$ cat src/rtl/condicionador_pkg.sv
// rtl/condicionador_pkg.sv - shared state codes, default parameters and helpers for the button conditioner
package condicionador_pkg;

  typedef enum logic [1:0] {
    OCIOSO        = 2'b00,
    FILTRANDO     = 2'b01,
    ESPERA_SOLTAR = 2'b10,
    RESERVADO     = 2'b11
  } estado_t;

  localparam int DEBOUNCE_CYCLES_PADRAO = 3;
  localparam int TIMEOUT_CYCLES_PADRAO  = 5000;

  // True when exactly one button of the group is pressed
  function automatic logic eh_one_hot(input logic [3:0] v);
    return (v != 4'd0) && ((v & (v - 4'd1)) == 4'd0);
  endfunction

endpackage

$ cat src/rtl/sincronizador_2ff.sv
// rtl/sincronizador_2ff.sv - two-flop synchronizer for the raw asynchronous buttons
module sincronizador_2ff #(
  parameter int LARGURA = 4
) (
  input  logic               clock,
  input  logic               reset,
  input  logic [LARGURA-1:0] d,
  output logic [LARGURA-1:0] q
);

  logic [LARGURA-1:0] estagio1;

  // First stage may go metastable; second stage gives it a full cycle to settle
  always_ff @(posedge clock) begin
    if (reset) begin
      estagio1 <= '0;
      q        <= '0;
    end else begin
      estagio1 <= d;
      q        <= estagio1;
    end
  end

endmodule

$ cat src/rtl/condicionador_botoes.sv
// rtl/condicionador_botoes.sv - debounce, single-press detection and idle timeout for four push buttons
module condicionador_botoes #(
  parameter int DEBOUNCE_CYCLES = condicionador_pkg::DEBOUNCE_CYCLES_PADRAO,
  parameter int TIMEOUT_CYCLES  = condicionador_pkg::TIMEOUT_CYCLES_PADRAO
) (
  input  logic       clock,
  input  logic       reset,
  input  logic       enable,
  input  logic [3:0] botoes,
  output logic [3:0] jogada,
  output logic       tem_jogada,
  output logic       jogada_invalida,
  output logic       timeout,
  output logic [1:0] db_estado
);
  import condicionador_pkg::*;

  // Compare "count before this sample" against target-1 so the counter never needs to pass the target
  localparam logic [7:0]  DB_ULTIMO = 8'(DEBOUNCE_CYCLES - 1);
  localparam logic [15:0] TO_ULTIMO = 16'(TIMEOUT_CYCLES - 1);

  logic [3:0]  s;
  estado_t     estado, estado_prox;
  logic [3:0]  cand, cand_prox;
  logic [7:0]  cnt_estavel, cnt_estavel_prox;
  logic [15:0] cnt_ocioso, cnt_ocioso_prox;
  logic [3:0]  jogada_prox;
  logic        tem_jogada_prox, invalida_prox, timeout_prox;

  sincronizador_2ff #(.LARGURA(4)) u_sinc (
    .clock (clock),
    .reset (reset),
    .d     (botoes),
    .q     (s)
  );

  // State, candidate, counters and all outputs are registered together
  always_ff @(posedge clock) begin
    if (reset) begin
      estado          <= OCIOSO;
      cand            <= 4'd0;
      cnt_estavel     <= 8'd0;
      cnt_ocioso      <= 16'd0;
      jogada          <= 4'd0;
      tem_jogada      <= 1'b0;
      jogada_invalida <= 1'b0;
      timeout         <= 1'b0;
    end else begin
      estado          <= estado_prox;
      cand            <= cand_prox;
      cnt_estavel     <= cnt_estavel_prox;
      cnt_ocioso      <= cnt_ocioso_prox;
      jogada          <= jogada_prox;
      tem_jogada      <= tem_jogada_prox;
      jogada_invalida <= invalida_prox;
      timeout         <= timeout_prox;
    end
  end

  // Next-state and next-output decode; pulses default low so they last one cycle
  always_comb begin
    estado_prox      = estado;
    cand_prox        = cand;
    cnt_estavel_prox = cnt_estavel;
    cnt_ocioso_prox  = cnt_ocioso;
    jogada_prox      = jogada;
    tem_jogada_prox  = 1'b0;
    invalida_prox    = 1'b0;
    timeout_prox     = 1'b0;

    case (estado)
      OCIOSO: begin
        if (enable && (s != 4'd0)) begin
          cand_prox        = s;
          cnt_estavel_prox = 8'd1;
          cnt_ocioso_prox  = 16'd0;
          estado_prox      = FILTRANDO;
        end else if (enable) begin
          if (cnt_ocioso >= TO_ULTIMO) begin
            timeout_prox    = 1'b1;
            cnt_ocioso_prox = 16'd0;
          end else begin
            cnt_ocioso_prox = cnt_ocioso + 16'd1;
          end
        end else begin
          cnt_ocioso_prox = 16'd0;
        end
      end

      FILTRANDO: begin
        cnt_ocioso_prox = 16'd0;
        if (!enable || (s != cand)) begin
          // Bounce, change of combination or disarm: drop the candidate silently
          cnt_estavel_prox = 8'd0;
          estado_prox      = OCIOSO;
        end else if (cnt_estavel >= DB_ULTIMO) begin
          if (eh_one_hot(cand)) begin
            jogada_prox     = cand;
            tem_jogada_prox = 1'b1;
          end else begin
            invalida_prox = 1'b1;
          end
          cnt_estavel_prox = 8'd0;
          estado_prox      = ESPERA_SOLTAR;
        end else begin
          cnt_estavel_prox = cnt_estavel + 8'd1;
        end
      end

      ESPERA_SOLTAR: begin
        // enable is ignored here: a held button must be released before anything new is accepted
        cnt_ocioso_prox = 16'd0;
        if (s != 4'd0) begin
          cnt_estavel_prox = 8'd0;
        end else if (cnt_estavel >= DB_ULTIMO) begin
          cnt_estavel_prox = 8'd0;
          estado_prox      = OCIOSO;
        end else begin
          cnt_estavel_prox = cnt_estavel + 8'd1;
        end
      end

      default: begin
        cnt_estavel_prox = 8'd0;
        cnt_ocioso_prox  = 16'd0;
        estado_prox      = OCIOSO;
      end
    endcase
  end

  assign db_estado = estado;

endmodule

$ cat config.mk
export PLATFORM = sky130hd
export DESIGN_NAME = condicionador_botoes
export DESIGN_NICKNAME = d
export VERILOG_FILES = /design/src/rtl/condicionador_pkg.sv /design/src/rtl/sincronizador_2ff.sv /design/src/rtl/condicionador_botoes.sv
export SDC_FILE = /design/constraint.sdc
export NUM_CORES = 1
export LEC_CHECK = 0
export BUFFER_PORTS_ARGS = -buffer_cell sky130_fd_sc_hd__buf_4
export CAP_MARGIN = 20
export CORE_MARGIN = 10
export CORE_UTILIZATION = 45
export CTS_BUF_LIST = sky130_fd_sc_hd__clkbuf_2 sky130_fd_sc_hd__clkbuf_4 sky130_fd_sc_hd__clkbuf_8
export CTS_CLUSTER_SIZE = 24
export DETAILED_ROUTE_END_ITERATION = 8
export PLACE_DENSITY = 0.76
export SLEW_MARGIN = 20
export SYNTH_ARGS = -nofsm -noshare
export SYNTH_HDL_FRONTEND = slang
export SYNTH_SLANG_ARGS = --single-unit
$ cat constraint.sdc
create_clock -name clock -period 1.5 [get_ports clock]
set_input_delay 0.225 -clock clock [delete_from_list [all_inputs] [get_ports clock]]
set_output_delay 0.225 -clock clock [all_outputs]
set_load 0.02 [all_outputs]
==> impl_results.md, run 1 <==
* Wire per inst at approximately 12 um
* Outcome: complete, no violations
* CTS Buffer Depth at 2
* Total grt overflow at 0
* I/O pin total at 16
* Layout cells sized above 1 at a little over a third
* Die height at roughly 84 um
* Seq cells post-synth at 45
* Largest net degree at the start of global routing at 24
* DR vias at about 1400
* Crit path launch type: flop
* Crit Path Category: flop to flop
* Synth Instances at approximately 180
* Post-synth top cells: dfxtp_1 (45), nor2_1 (15), nand3_1 (10), nand2_1 (9), xnor2_1 (9)
* VDD IR max at approximately 0.00064 V
* Critical path startpoint: cnt_ocioso[5]
* Area leader, netlist: dfxtp_1
* DRT iter0 DRCs at 27
* GRT Total Usage at a little under a tenth
* Fmax at around 700 MHz
* R2r endpoint: cnt_ocioso[8]
* RSZ-0062 raised after global routing: yes
* Skew final at 0.00565 ns
* Initial antenna violation count at 0
* Die area at around 0.007 mm2
* Core area at about 0.0040 mm2
* Layout net count at 230
* Leak at 0.880 nW
* Setup violators final at 0
* Synth Cell Area at ~0.0018 mm2
* Row cnt at 23
* End of the critical path: cnt_ocioso[8]
* # hold bufs at CTS at 0
* R2R cell count at 6
* Setup total negative slack at 0 ns
* H-Tree Depth at 2
* Syn-to-layout area delta at 25.5%
* CTS root buffer: clkbuf_8
* Worst Path Arrival at ~1.7 ns
* Reg2reg setup slack at around 0.046 ns
* Gpl congestion at slightly below 0.8
* Synth Area per Inst at between 10 and 15 um2
* Clock power frac at 34.7%
* Port bufs at 15
* Switching share of power at a little under a quarter
* Fin. max-slew vios at 0
* Inserted Diodes at 0
* EDFF count, synth at 0
* CP Capture Type: flop
* Final min period at 1.45 ns
* Routed Wire Length at around 3.3 mm
* Flop pwr share at between 50% and 60%
* Synth area leaders: dfxtp_1 (49%), xnor2_1 (4.3%), nor2_1 (3.1%), xor2_1 (2.9%), and3_1 (2.7%)
* Yosys warns at 0
* Pre-antenna DRT Iters at 4
* Net switching power at between 0.5 and 0.6 mW
* Power per Cell Area at just over 900 mW/mm2
* Sequential fraction of the synthesis area at roughly half
* Clock sink count at between 40 and 50
* Cells after DPL at about 260
* Post-route clock period utilization at a little over nine tenths
* WHS at roughly 0.14 ns
* Clk Latency, worst-skew pair at 0.30 ns
* Logic pwr share at roughly 7.4%
* Reg2reg start: cnt_ocioso[5]
* Library cells used by synthesis at 43
* Type of the worst min-delay path: primary input to flop
* Chip width at roughly 84 um
* DR DRC count at 0
* Share of the synthesized area in the top cell type at around 49%
* Final Util at 57.7%
* DP Wirelength at about 2.4 mm
* Number of global-route vias before repair at roughly 1300
* Clock transition at path regs at approximately 0.080 ns
* Via/cell ratio at about 5.0
* Worst Path Required at approximately 1.7 ns
* CTS tree: built
* Prevailing post-synth register cell: dfxtp_1
* Max-Cap Viols at 0
* Layout Cells excl Fill at approximately 270
* Internal power at between 1.5 and 2 mW
* Global-route wire length before repair at ~5.5 mm
* Routed Antenna Nets at 0
* Cts bufs inserted at 5
* Crit path max fanout at 12
* Most common cell in the netlist: dfxtp_1
* Hold Vio Cnt, Final at 0
* Async set-or-reset flop fraction in the synthesized netlist at 0%
* Initial Utilization at between 40% and 50%
[kinds of logic (layout without fill, tap and decap cells)]
group / after synthesis / count (layout) / share of synthesized area [%]
buffers and inverters: 7 / 44 / 2.26
AOI/OAI and AO/OA: 26 / 26 / 9.38
adders and majority gates: 3 / 3 / 2.06
and+or+nand+nor: 81 / 81 / 27.4
other: 1 / 3 / 0.205
DFF: 45 / 45 / 49.3
xor gates and xnor gates: 15 / 15 / 7.19
muxes: 4 / 4 / 2.19
[power groups by stage]
stage	clock [mW]	sequential, mW	combinational (mW)
final	0.739	1.23	0.157
after global routing	0.812	1.24	0.174
after CTS	0.768	1.23	0.148
after detailed placement	0	1.26	0.146
after global placement	0	1.26	0.144
after floorplan	0	1.27	0.0885
[layout make-up]
type                            instances  area (um2)
Clock buffer                            5        68.8
Clock inverter                          3        21.3
Fill cell                             351        1680
Inverter                                3        11.3
Multi-Input combinational cell        132         967
Sequential cell                        45         913
Tap cell                               50        62.6
Timing Repair Buffer                   33         248
[critical path: stages, from the launching register on]
cell and delay (ns):
dfxtp_1 0.35, nor4_2 0.31, a21oi_1 0.12, o31ai_2 0.21
buf_4 0.16, nand2_4 0.12, nor2_1 0.12
[state kept, by name (all words and copies together), names as in the netlist, 2 cells and up]
name and flops:
cnt_ocioso 16, cnt_estavel 8, cand 4, jogada 4, u_sinc.estagio1 4, u_sinc.q 4, db_estado 2
[metal layers]
layer,global-route usage [%],wire length [um],vias up
li1,-,-,703
met1,9.68,1430,621
met2,16.0,1650,21
met3,3.32,131,5
met4,3.65,48,0
met5,0,0,-
[worst min-delay path by stage]
stage,startpoint,end,slack (ns),cells past startpoint
2_1_floorplan,reset,u_sinc.q[0],0.30,1
3_3_place_gp,u_sinc.estagio1[2],u_sinc.q[2],0.42,1
3_5_place_dp,u_sinc.estagio1[2],u_sinc.q[2],0.43,1
4_1_cts,botoes[1],u_sinc.estagio1[1],0.12,2
5_1_grt,botoes[2],u_sinc.estagio1[2],0.14,2
6_report,botoes[3],u_sinc.estagio1[3],0.14,2
[layout by cell type (no fill, tap or decap), drive strengths merged]
| cell | Yosys | final |
|---|---|---|
| dfxtp | 45 | 45 |
| xor2 | 6 | 6 |
| xnor2 | 9 | 9 |
| mux2i | 4 | 4 |
| nand4 | 1 | 1 |
| and2 | 1 | 1 |
| buf | 2 | 33 |
| or3b | 1 | 1 |
| clkbuf | 2 | 5 |
| o21a | 1 | 1 |
| clkinvlp | 0 | 1 |
| nor4 | 4 | 4 |
| and3 | 8 | 8 |
| nor2b | 9 | 9 |
| o22ai | 2 | 2 |
| ha | 3 | 3 |
| nand3b | 1 | 1 |
| or3 | 1 | 1 |
| a41oi | 2 | 2 |
| a21oi | 8 | 8 |
| nand4b | 1 | 1 |
| nand2b | 2 | 2 |
| inv | 3 | 4 |
| a211oi | 1 | 1 |
| nor2 | 22 | 22 |
| o21ai | 8 | 8 |
| a21bo | 1 | 1 |
| nor3 | 7 | 7 |
| clkinv | 0 | 1 |
| nand2 | 11 | 11 |
| o31ai | 3 | 3 |
| and4 | 1 | 1 |
| nand3 | 11 | 11 |
| conb | 1 | 3 |
[timing repair]
item	4_1_cts	5_1_grt
pin swaps	1	5
endpoints found under the setup margin	9	25
cloned	0	0
buffers inserted	0	2
gates resized for setup	4	19
endpoints found under the hold margin	0	0
[through the flow]
| step | worst slack [ns] | power (mW) | cell area, um2 |
|---|---|---|---|
| floorplan | 0.0346 | 1.35 | 1840 |
| global placement | -0.0581 | 1.41 | 2100 |
| CTS | 0.0130 | 2.15 | 2200 |
| detailed placement | -0.103 | 1.41 | 2100 |
| global route | -0.0517 | 2.22 | 2290 |
| finish | 0.0462 | 2.13 | 2290 |
(Power assumes the default switching activity.)
==> inputs of run 2 (changes only) <==
--- a/config.mk
+++ b/config.mk
@@ -7,12 +7,14 @@
 export LEC_CHECK = 0
 export BUFFER_PORTS_ARGS = -buffer_cell sky130_fd_sc_hd__buf_4
 export CAP_MARGIN = 20
+export CORE_ASPECT_RATIO = 0.5
 export CORE_MARGIN = 10
 export CORE_UTILIZATION = 45
 export CTS_BUF_LIST = sky130_fd_sc_hd__clkbuf_2 sky130_fd_sc_hd__clkbuf_4 sky130_fd_sc_hd__clkbuf_8
 export CTS_CLUSTER_SIZE = 24
 export DETAILED_ROUTE_END_ITERATION = 8
-export PLACE_DENSITY = 0.76
+export PLACE_DENSITY = 0.74
+export REMOVE_ABC_BUFFERS = 1
 export SLEW_MARGIN = 20
 export SYNTH_ARGS = -nofsm -noshare
 export SYNTH_HDL_FRONTEND = slang
==> constraint.sdc (replaced) <==
create_clock -name clock -period 1.7 [get_ports clock]
set_input_delay 0.255 -clock clock [delete_from_list [all_inputs] [get_ports clock]]
set_output_delay 0.255 -clock clock [all_outputs]
set_load 0.02 [all_outputs]
==> impl_results.md, run 2 (synthesis gave the netlist of run 1 again) <==
* Outcome: complete, no violations
* Leak at 0.794 nW (-9.7%)
* Fin. max-slew vios at 0 (unchanged)
* Routed Antenna Nets at 0 (unchanged)
* Clock transition at path regs at 0.08 ns (about the same)
* Max FFs per register at 16 (unchanged)
* VDD IR max at 0.000480 V (-25%)
* GRT Total Usage at 9.70% (+0.54 points)
* DR DRC count at 0 (unchanged)
* WHS at 0.160 ns (+0.0245 ns)
* Setup Buffers After CTS at 0 (unchanged)
* Initial antenna violation count at 0 (unchanged)
* DRT iter0 DRCs at 66 (+140%)
* Biggest regs: cnt_ocioso (16), cnt_estavel (8)
* Register with the most flip-flops: cnt_ocioso
* Delay of the slowest cell on the worst path at 0.46 ns (+0.11 ns)
* Inserted Diodes at 0 (unchanged)
* Via/cell ratio at 5.06 (+1.5%)
* Crit Path Category: flop to flop
* Initial Utilization at 46.8% (+0.80 points)
* Layout net count at 213 (-7.4%)
* Clock sink count at 45 (unchanged)
* Syn-to-layout area delta at 17.9%
* Skew final at 0.00990 ns (+0.00424 ns)
* Net switching power at 0.457 mW (-9.8%)
* Fmax at 633 MHz (-7.9%)
* Core area at 0.00390 mm2 (-1.7%)
* Logic pwr share at 5.1% (-2.3 points)
* DP Worst Slack at 0.0413 ns (+0.144 ns)
* Cells after DPL at 250 (-4.2%)
* Row cnt at 16 (-30%)
* CTS Buffer Depth at 2 (unchanged)
* Cell area after layout at 0.00215 mm2 (-6.1%)
* Final min period at 1.58 ns (+0.125 ns)
* H-Tree Depth at 2 (unchanged)
* Die area at 0.00716 mm2 (+2.2%)
* Port bufs at 15 (unchanged)
* PnR worst setup slack at 0.121 ns (+0.0749 ns)
* Crit path max fanout at 6 (-6)
* DP Wirelength at 2.37 mm (+0.16%)
* Setup violators final at 0 (unchanged)
* I/O pin total at 16 (unchanged)
* Critical path startpoint: cand[3]
* Number of global-route vias before repair at 1286 (-3.1%)
* Type of the worst min-delay path: primary input to flop
* Wire per inst at 12.7 um (+5.6%)
* Power per Cell Area at 1010 mW/mm2 (+8.5%)
* Flop pwr share at 50.3% (-7.6 points)
* Critical Path Slowest Stage Cell: dfxtp_1
* Routed Wire Length at 3.28 mm (+0.55%)
* Worst Path Arrival at 1.76 ns (+0.07 ns)
* Max-Cap Viols at 0 (unchanged)
* Gpl congestion at 0.775 (about the same)
* CP Cell Sequence: xnor2_1 -> nand3_1 -> or3_4 -> o21ai_1 -> a21oi_1
* Layout cells sized above 1 at 24.0% (-13 points)
* Post-route clock period utilization at 92.9% (-4.0 points)
* CP Capture Type: flop
* Cts bufs inserted at 5 (unchanged)
* DP Area at 0.00199 mm2 (-5.2%)
* Most frequent cells in the layout: dfxtp_1 (44), buf_4 (16), nor2_1 (15), nand3_1 (10)
* Chip width at 110 um (+32%)
* Largest net degree at the start of global routing at 25 (+4.2%)
* Clk Latency, worst-skew pair at 0.30 ns (about the same)
* Pre-antenna DRT Iters at 4 (unchanged)
* Setup total negative slack at 0 ns (unchanged)
* DR vias at 1305 (-3.3%)
* CTS root buffer: clkbuf_8
* Worst Path Required at 1.88 ns (+0.15 ns)
* Layout Cells excl Fill at 258 (-4.8%)
* Power, Total at 2.17 mW (+1.9%)
* Final Util at 55.2% (-2.6 points)
* Crit path launch type: flop
* Clock power frac at 44.7% (+10 points)
* Internal power at 1.71 mW (+5.6%)
* CTS tree: built
* Fillers at 330 (-6.0%)
* Commonest non-fill, non-tap cell in the layout: dfxtp_1
* Total grt overflow at 0 (unchanged)
* Die height at 65.1 um (-22%)
* Switching share of power at 21.0% (-2.7 points)
* Hold Vio Cnt, Final at 0 (unchanged)
* Global-route wire length before repair at 5.63 mm (+2.5%)
* Hold_sp: botoes[2]
* Reg2reg start: cand[3]
==> run 2: path summary, 6_finish.rpt <==
| check | to | slack (ns) | cells after the start |
|---|---|---|---|
| hold reg to reg | u_sinc.q[3] | 0.44 | 1 |
| setup / recovery | jogada[1] | 0.12 | 5 |
| setup reg to reg | jogada[1] | 0.12 | 5 |
| hold / removal | u_sinc.estagio1[2] | 0.16 | 2 |
==> run 2: critical path: cells and delay by family, from the launching register on <==
family          cells  cell delay (ns)
compound gates      2             0.21
simple gates        2             0.62
xor+xnor            1             0.16
flops               1             0.46
==> run 2: timing repair <==
item	in CTS	in global routing
hold buffers	0	0
setup endpoints to repair	0	17
resized for setup	0	5
==> run 2: layout make-up <==
type	count	area [um2]	share of cell area [%]
multi-input cells	132	915	42.5
flip-flops and latches	45	902	41.9
repair buffers	16	120	5.58
clock buffers	5	68.8	3.20
clock inverters	3	68.8	3.20
well taps	54	67.6	3.14
inverters	3	11.3	0.523
==> run 2: power by group through the flow <==
| stage | clock network (mW) | logic (mW) | registers, mW |
|---|---|---|---|
| 2_1_floorplan | 0 | 0.0679 | 1.12 |
| 3_3_place_gp | 0 | 0.108 | 1.11 |
| 3_5_place_dp | 0 | 0.111 | 1.12 |
| 4_1_cts | 0.996 | 0.111 | 1.09 |
| 5_1_grt | 1.04 | 0.123 | 1.09 |
| 6_report | 0.969 | 0.111 | 1.09 |
==> run 2: layer usage <==
layer / track usage, % / vias to the layer above / routed length, um
met1: 10.4 / 604 / 1490
met5: 0 / - / 0
li1: - / 670 / -
met3: 3.85 / 6 / 132
met2: 16.1 / 25 / 1610
met4: 5.41 / 0 / 44
==> inputs of run 3 (changes only) <==
--- a/config.mk
+++ b/config.mk
@@ -13,7 +13,7 @@
 export CTS_BUF_LIST = sky130_fd_sc_hd__clkbuf_2 sky130_fd_sc_hd__clkbuf_4 sky130_fd_sc_hd__clkbuf_8
 export CTS_CLUSTER_SIZE = 24
 export DETAILED_ROUTE_END_ITERATION = 8
-export PLACE_DENSITY = 0.74
+export PLACE_DENSITY_LB_ADDON = 0.05
 export REMOVE_ABC_BUFFERS = 1
 export SLEW_MARGIN = 20
 export SYNTH_ARGS = -nofsm -noshare
==> impl_results.md, run 3 (synthesis gave the netlist of run 1 again) <==
* Leak at 0.810 nW (+2.0%)
* Die area at 0.00716 mm2 (unchanged)
* WP depth at 6 (+1)
* Clock sink count at 45 (unchanged)
* Max FFs per register at 16 (unchanged)
* Delay-heaviest family, CP: simple AND/OR/NAND/NOR gates
* Final min period at 1.57 ns (-0.00591 ns)
* Initial Utilization at 46.8% (unchanged)
* Critical Path Slowest Stage Cell: dfxtp_1
* Reg2reg start: cnt_estavel[1]
* Wire per inst at 12.2 um (-4.2%)
* I/O pin total at 16 (unchanged)
* Clock transition at path regs at 0.08 ns (about the same)
* Skew final at 0.00535 ns (-0.00455 ns)
* Most frequent cells in the layout: dfxtp_1 (44), buf_4 (22), nor2_1 (15), nand3_1 (10)
* Chip width at 110 um (unchanged)
* Biggest regs: cnt_ocioso (16), cnt_estavel (8)
* Critical path startpoint: cnt_estavel[1]
* Cts bufs inserted at 5 (unchanged)
* CTS Buffer Depth at 2 (unchanged)
* CTS tree: built
* Clk Latency, worst-skew pair at 0.29 ns (about the same)
* Row cnt at 16 (unchanged)
* WHS at 0.170 ns (+0.00996 ns)
* Pre-antenna DRT Iters at 4 (unchanged)
* Crit path launch type: flop
* Number of global-route vias before repair at 1318 (+2.5%)
* Worst Path Arrival at 1.75 ns (about the same)
* # hold bufs at CTS at 0 (unchanged)
* R2R cell count at 6 (+1)
* CTS root buffer: clkbuf_8
* Crit path max fanout at 6 (unchanged)
* Global-route wire length before repair at 5.69 mm (+1.1%)
* Hold path depth at 2 (unchanged)
* Die height at 65.1 um (unchanged)
* DR vias at 1298 (-0.54%)
* CP Cell Sequence: ha_1 -> nor4_2 -> and2_4 -> or3_4 -> o21ai_1 -> a21oi_1
* Delay of the slowest cell on the worst path at 0.42 ns (-0.04 ns)
* Syn-to-layout area delta at 17.6%
* Outcome: complete, no violations
* Fmax at 636 MHz (+0.38%)
* GRT Total Usage at 9.74% (+0.038 points)
* Routed Antenna Nets at 0 (unchanged)
* H-Tree Depth at 2 (unchanged)
* Setup violators final at 0 (unchanged)
* DR DRC count at 0 (unchanged)
* Critical path buffer and inverter count at 0 (unchanged)
* DP Area at 0.00204 mm2 (+2.3%)
* Initial antenna violation count at 0 (unchanged)
* Fin. max-slew vios at 0 (unchanged)
* Port bufs at 15 (unchanged)
* Inserted Diodes at 0 (unchanged)
* Post-route clock period utilization at 92.5% (-0.35 points)
* Commonest non-fill, non-tap cell in the layout: dfxtp_1
* Layout net count at 219 (+2.8%)
* Final Util at 55.0% (-0.13 points)
* Core area at 0.00390 mm2 (unchanged)
* Register with the most flip-flops: cnt_ocioso
* Worst Path Required at 1.87 ns (about the same)
* CTS resizes at 0 (unchanged)
* DRT iter0 DRCs at 52 (-21%)
* Crit Path Category: flop to flop
* Power per Cell Area at 895 mW/mm2 (-11%)
* Cell area after layout at 0.00215 mm2 (-0.23%)
* Routed Wire Length at 3.21 mm (-2.0%)
* Power, Total at 1.92 mW (-11%)
* Largest net degree at the start of global routing at 24 (-4.0%)
* Via/cell ratio at 4.92 (-2.8%)
* Type of the worst min-delay path: primary input to flop
* Total grt overflow at 0 (unchanged)
* Hold Vio Cnt, Final at 0 (unchanged)
* VDD IR max at 0.000415 V (-14%)
* Fillers at 369 (+12%)
* DP Wirelength at 2.40 mm (+1.0%)
* CP Capture Type: flop
* Hold_sp: botoes[3]
* Max-Cap Viols at 0 (unchanged)
* Setup Buffers After CTS at 0 (unchanged)
* Gpl congestion at 0.804 (+3.7%)
* Layout cells sized above 1 at 26.2% (+2.2 points)
[run 3: changes by cell type in the layout (fill, tap and decap cells not counted), sizes merged]
cell / change
buf: +6
bufinv: -2
clkbuf: +2
clkinv: +1
inv: -1
[run 3: cell type report]
class                   instances  area [um2]  area share [%]
inverters                       3        11.3           0.524
repair buffers                 22         165            7.69
multi-input cells             132         901            41.9
clock buffers                   7        96.3            4.48
clock inverters                 1        5.00           0.233
well taps                      54        67.6            3.15
flip-flops and latches         45         902            42.0
[run 3: path summary, 6_finish.rpt]
check / endpoint / slack, ns
hold / removal: u_sinc.estagio1[3] / 0.17
setup reg to reg: jogada[0] / 0.13
setup / recovery: jogada[0] / 0.13
hold reg to reg: u_sinc.q[3] / 0.44
[run 3: metrics by stage]
step           cells  TNS [ns]  setup slack (ns)
3_5_place_dp     256         0            0.0576
6_report         264         0             0.127
2_1_floorplan    180         0             0.203
5_1_grt          264  -0.00454          -0.00454
3_3_place_gp     256         0             0.133
4_1_cts          264         0            0.0412
[run 3: power by group]
group	switching (mW)	total (mW)	internal, mW
Combinational	0.0661	0.124	0.0574
Sequential	0.0150	1.09	1.07
Clock	0.344	0.712	0.368
Total	0.426	1.92	1.50
[run 3: metal layers]
metal | global-route usage, % | vias up | share of wire, %
met4 | 2.71 | 0 | 0.72
li1 | - | 680 | -
met3 | 4.83 | 5 | 5.9
met5 | 0 | - | 0
met2 | 16.2 | 17 | 46
met1 | 10.9 | 596 | 47
